### src/rtl/iecdrv_pkg.sv
// Shared types for the multi-drive ROM slot arbiter: tag format carried
// alongside each in-flight ROM read, plus cluster-wide limits.
package iecdrv_pkg;

    localparam int IECDRV_MAX_DRIVES = 8;
    localparam int IECDRV_MAX_LAT    = 4;

    typedef struct packed {
        logic       valid;
        logic [2:0] id;
        logic       sel;
    } rom_tag_t;

    localparam rom_tag_t ROM_TAG_IDLE = '{valid: 1'b0, id: 3'd0, sel: 1'b0};

    // Build a tag; an invalid tag carries zeroed fields so idle slots look identical
    function automatic rom_tag_t rom_tag_make(input logic valid, input logic [2:0] id,
                                              input logic sel);
        rom_tag_t t;
        t.valid = valid;
        t.id    = valid ? id : 3'd0;
        t.sel   = valid ? sel : 1'b0;
        return t;
    endfunction

endpackage

### src/rtl/iecdrv_rom_tagpipe.sv
// Latency-matched tag delay line: a tag pushed with an address emerges exactly
// when the ROM data for that address is ready to be sampled.
module iecdrv_rom_tagpipe
    import iecdrv_pkg::*;
#(
    parameter int LAT = 1
) (
    input  logic     clk,
    input  logic     reset,
    input  rom_tag_t tag_in,
    output rom_tag_t tag_out
);

    rom_tag_t pipe_r [LAT];

    // Shift tags one stage per edge; reset flushes every stage to invalid
    always_ff @(posedge clk or posedge reset) begin
        if (reset) begin
            for (int i = 0; i < LAT; i++) begin
                pipe_r[i] <= ROM_TAG_IDLE;
            end
        end else begin
            pipe_r[0] <= tag_in;
            for (int i = 1; i < LAT; i++) begin
                pipe_r[i] <= pipe_r[i-1];
            end
        end
    end

    assign tag_out = pipe_r[LAT-1];

endmodule

### src/rtl/iecdrv_rom_arb.sv
// Shared dual-ROM slot arbiter: one ROM read per drive per ph2 frame, with
// per-drive image select, reset-held drive skipping and overrun detection.
module iecdrv_rom_arb
    import iecdrv_pkg::*;
#(
    parameter int NDR = 4,
    parameter int AW  = 15,
    parameter int DW  = 8,
    parameter int LAT = 1
) (
    input  logic              clk,
    input  logic              reset,
    input  logic              ph2_f,
    input  logic [NDR-1:0]    drv_en,
    input  logic [NDR*AW-1:0] drv_addr,
    input  logic [NDR-1:0]    drv_rom_sel,
    output logic [AW-1:0]     mem_a,
    output logic              mem_sel,
    input  logic [DW-1:0]     std_q,
    input  logic [DW-1:0]     alt_q,
    output logic [NDR*DW-1:0] drv_data,
    output logic [NDR-1:0]    drv_vld,
    output logic              overrun
);

    localparam int SW = $clog2(NDR + 1);
    localparam logic [SW-1:0] SLOT_IDLE = SW'(NDR);

    logic [SW-1:0]     slot_r;
    logic [SW-1:0]     slot_nxt_s;
    logic              issue_s;
    logic              cur_en_s;
    logic              cur_sel_s;
    logic [AW-1:0]     cur_addr_s;
    logic [AW-1:0]     mem_a_r;
    logic              mem_sel_r;
    logic              overrun_r;
    logic [NDR*DW-1:0] drv_data_r;
    logic [NDR-1:0]    drv_vld_r;
    rom_tag_t          tag_in_s;
    rom_tag_t          tag_out_s;

    assign issue_s = (slot_r < SLOT_IDLE);

    // Pick the request fields of the drive owning the current slot
    always_comb begin
        cur_en_s   = 1'b0;
        cur_sel_s  = 1'b0;
        cur_addr_s = {AW{1'b0}};
        for (int i = 0; i < NDR; i++) begin
            cur_en_s   = (slot_r == SW'(i)) ? drv_en[i]              : cur_en_s;
            cur_sel_s  = (slot_r == SW'(i)) ? drv_rom_sel[i]         : cur_sel_s;
            cur_addr_s = (slot_r == SW'(i)) ? drv_addr[i*AW +: AW]   : cur_addr_s;
        end
    end

    // Next slot: frame start restarts at 0, otherwise advance until idle
    always_comb begin
        slot_nxt_s = slot_r;
        if (ph2_f) begin
            slot_nxt_s = {SW{1'b0}};
        end else if (issue_s) begin
            slot_nxt_s = slot_r + SW'(1);
        end else begin
            slot_nxt_s = slot_r;
        end
    end

    // The slot active on a ph2_f edge still issues before the restart
    assign tag_in_s = rom_tag_make(issue_s & cur_en_s, 3'(slot_r), cur_sel_s);

    // Slot counter, issued address/select and sticky overrun flag
    always_ff @(posedge clk or posedge reset) begin
        if (reset) begin
            slot_r    <= SLOT_IDLE;
            mem_a_r   <= {AW{1'b0}};
            mem_sel_r <= 1'b0;
            overrun_r <= 1'b0;
        end else begin
            slot_r <= slot_nxt_s;
            if (issue_s && cur_en_s) begin
                mem_a_r   <= cur_addr_s;
                mem_sel_r <= cur_sel_s;
            end
            if (ph2_f && issue_s) begin
                overrun_r <= 1'b1;
            end
        end
    end

    iecdrv_rom_tagpipe #(
        .LAT (LAT)
    ) u_tagpipe (
        .clk     (clk),
        .reset   (reset),
        .tag_in  (tag_in_s),
        .tag_out (tag_out_s)
    );

    // Steer returning ROM data to the tagged drive and pulse its strobe
    always_ff @(posedge clk or posedge reset) begin
        if (reset) begin
            drv_data_r <= {(NDR*DW){1'b0}};
            drv_vld_r  <= {NDR{1'b0}};
        end else begin
            drv_vld_r <= {NDR{1'b0}};
            for (int i = 0; i < NDR; i++) begin
                if (tag_out_s.valid && (tag_out_s.id == 3'(i))) begin
                    drv_data_r[i*DW +: DW] <= tag_out_s.sel ? alt_q : std_q;
                    drv_vld_r[i]           <= 1'b1;
                end
            end
        end
    end

    assign mem_a    = mem_a_r;
    assign mem_sel  = mem_sel_r;
    assign overrun  = overrun_r;
    assign drv_data = drv_data_r;
    assign drv_vld  = drv_vld_r;

endmodule

### config.mk
export PLATFORM = sky130hd
export DESIGN_NAME = iecdrv_rom_arb
export DESIGN_NICKNAME = d
export VERILOG_FILES = /design/src/rtl/iecdrv_pkg.sv /design/src/rtl/iecdrv_rom_tagpipe.sv /design/src/rtl/iecdrv_rom_arb.sv
export SDC_FILE = /design/constraint.sdc
export NUM_CORES = 1
export LEC_CHECK = 0
export ABC_AREA = 1
export CAP_MARGIN = 20
export CORE_ASPECT_RATIO = 1.5
export CORE_MARGIN = 5
export CORE_UTILIZATION = 43
export DETAILED_ROUTE_END_ITERATION = 10
export HOLD_SLACK_MARGIN = 0.05
export PLACE_DENSITY = 0.88
export SLEW_MARGIN = 20
export SYNTH_ARGS = -nofsm -noshare
export SYNTH_HDL_FRONTEND = slang
export SYNTH_SLANG_ARGS = --single-unit
export TNS_END_PERCENT = 1
### constraint.sdc
create_clock -name clk -period 2.6 [get_ports clk]
set_input_delay 0.26 -clock clk [delete_from_list [all_inputs] [get_ports clk]]
set_output_delay 0.26 -clock clk [all_outputs]
set_load 0.005 [all_outputs]
==> run summary <==
top cells by count, synth - 173 x nand2_1, 65 x inv_1, 60 x dfrtp_1
Post-synth top flop - dfrtp_1
Slew @ Worst Pin - 0.707 ns
Yosys reg bits - 61
Final Hold Viols - 0
worst path required time - 2.80 ns
post-synth top area share - 44.1%
max incr delay on CP - 0.67 ns
post-CTS setup buffer count - 0
drt total wl - 9780 um
mux share of post-synthesis cell area - 5.29%
vias in the first global route - 3,407
Clock Sinks - 61
slowest library cell on the worst path - dfstp_2
ANT cells - 0
PortBufs - 139
clock root buffer - clkbuf_16
fraction of layout cells with a size suffix above 1 - 8.74%
Setup crit start kind - flop
top-count cell post-synth - nand2_1
nets@finish - 682
RePlAce Congestion - 0.960
period utilization - 90.4%
largest net degree at the start of global routing - 35
dominant cell type by area after synthesis - dfrtp_1
Seq/Total Area, Yosys - 44.9%
Tmin final - 2.35 ns
Vias per Instance - 4.84
syn_nets - 548
HPWL after detailed placement - 8050 um
Slew HR - 52.8%
Reg2Reg Depth - 8
number of buffers created by CTS - 9
hold buffer count at CTS - 0
Routed Antenna Nets - 0
initial antenna violation count - 0
CTS tree - done
first-pass GRT wire length - 15,600 um
Compound-Gate Fraction of Synth Area - 4.19%
P&R area growth vs syn - 53.1%
DR DRC count - 0
highest clock rate - 0.425 GHz
worst hold-check path type - in -> async
Pwr Density - 1050 nW/um2
GRT overflow - 0
Max Cap Violations - 0
Slew Limit Fails - 0
cell row count - 39
Overall Power - 5.49 mW
Cell Area, Synth - 3400 um2
worst skew pair latency - 0.32 ns
Synth Area in Adders - 1.84%
RSZ-0062 raised after global routing - no
All-Layer GR Usage - 20.4%
Cells after Synth - 456
clk slew on worst S/H paths - 0.05 ns
routed vias - 3,376
Die Y - 119 um
die area - 9830 um2
Clock Tree Buf Depth - 2
IO Count - 140
Routed WL per cell - 14.0 um
setup TNS - 0 ns
Setup CP Type - reg -> reg
Post-Synth Simple-Gate Area - 32.8%
status - complete, no violations
worst r2r src - slot_r[2]$_DFFE_PP1P_
crit end category - flop
largest cells by area after synthesis - dfrtp_1 44%, nand2_1 19%, nand3_1 7.6%
Finish-stage setup viols - 0
worst vdd ir - 501 uV
largest family of logic cells by synthesized area - simple AND/OR/NAND/NOR gates
CP Data Arrival Time - 2.55 ns
Synth Area in XOR/XNOR - 0%
Leak - 2.62 nW
post-CTS resize count - 0
CP cell instances - inv_2, ha_1, inv_2, nor2_1, nor2_4, nand2_8, nand2_1, nand2_1
filler instances - 630
Pre-antenna DRT Iters - 6
post-synth cell types - 25
starting DRC count in detailed routing - 119
core area - 7660 um2
Reg-to-Reg End - mem_sel$_DFFE_PP0P_
Mean Syn Cell Area - 7.46 um2
largest fanout on the critical path - 23
YS warnings - 0
reg2reg setup slack - 0.25 ns
Die X - 82.6 um
H-tree Lvls - 3
Clock Skews - 0.00526 ns
initial core utilization - 44.4%
number of synthesized flops with an enable pin - 0
share of flip-flops with an asynchronous set or reset - 100%
[layout make-up]
class	count	area, um2	area share, %
Clock inverter	3	90.1	1.73
Multi-Input combinational cell	306	1500	28.9
Clock buffer	13	270	5.19
Inverter	70	263	5.04
Tap cell	102	128	2.45
Timing Repair Buffer	142	1430	27.4
Sequential cell	61	1530	29.3
[power breakdown]
group,total [mW],switching (mW),internal [mW]
combinational,2.52,1.34,1.18
sequential,1.58,0.245,1.33
clock,1.39,0.381,1.01
[how the worst max path moves through the flow]
stage                          startpoint  depth (start not counted)                    end
floorplan           slot_r[2]$_DFFE_PP1P_                         12   mem_a[0]$_DFFE_PP0P_
global route        slot_r[2]$_DFFE_PP1P_                          8    mem_sel$_DFFE_PP0P_
detailed placement  slot_r[2]$_DFFE_PP1P_                          8    mem_sel$_DFFE_PP0P_
global placement    slot_r[2]$_DFFE_PP1P_                          8  mem_a[11]$_DFFE_PP0P_
finish              slot_r[2]$_DFFE_PP1P_                          8    mem_sel$_DFFE_PP0P_
CTS                 slot_r[2]$_DFFE_PP1P_                          8    mem_sel$_DFFE_PP0P_
[state kept, by name, indices dropped and copies added (netlist names)]
| register | flops |
|---|---|
| drv_data | 32 |
| mem_sel | 1 |
| drv_vld | 4 |
| u_tagpipe.tag_out | 5 |
| overrun | 1 |
| mem_a | 15 |
| slot_r | 3 |
[layer usage]
layer | share of wire [%] | up-vias | GRT usage (%)
met5 | 0 | - | 0
met4 | 2.3 | 0 | 8.69
met3 | 8.5 | 18 | 4.53
met2 | 54 | 145 | 37.2
met1 | 36 | 1547 | 21.6
li1 | - | 1666 | -
[critical path: cells and delay by family, from the launching register on]
kind / cells / cell delay [ns]
and+or+nand+nor: 5 / 0.80
buffers and inverters: 2 / 0.46
adders and majority gates: 1 / 0.28
DFF: 1 / 0.67
[through the flow]
step                utilization, %  std cells  setup slack [ns]  area (um2)  hold WS, ns
finish                        68.0        697             0.249        5210        0.385
global route                  68.0        697            0.0444        5210        0.464
CTS                           68.0        697             0.261        5210        0.393
detailed placement            63.3        681             0.268        4850        0.480
global placement              63.3        681             0.367        4850        0.469
floorplan                        -        456             0.582        3400        0.289
[layout by cell type (no fill, tap or decap), types with 2 or more instances in the layout]
cell / instances
nor2_4: 3
clkbuf_8: 3
nand3_1: 52
clkbuf_16: 9
nand3b_1: 2
buf_4: 2
inv_1: 64
mux2_2: 16
inv_2: 5
nand2_1: 173
nor2_2: 5
clkdlybuf4s50_1: 139
o21ai_0: 26
bufinv_16: 3
dfrtp_1: 60
nor2_1: 17
ha_1: 5
[cell families (layout without fill, tap and decap cells)]
| group | after synthesis | after routing |
|---|---|---|
| multiplexers | 16 | 16 |
| flip-flops | 61 | 61 |
| buffers and inverters | 89 | 228 |
| AO/OA/AOI/OAI | 28 | 28 |
| adder cells (fa/ha/maj) | 5 | 5 |
| other | 1 | 1 |
| AND/OR/NAND/NOR | 256 | 256 |
Note: power is estimated with default switching activity, not from simulation.
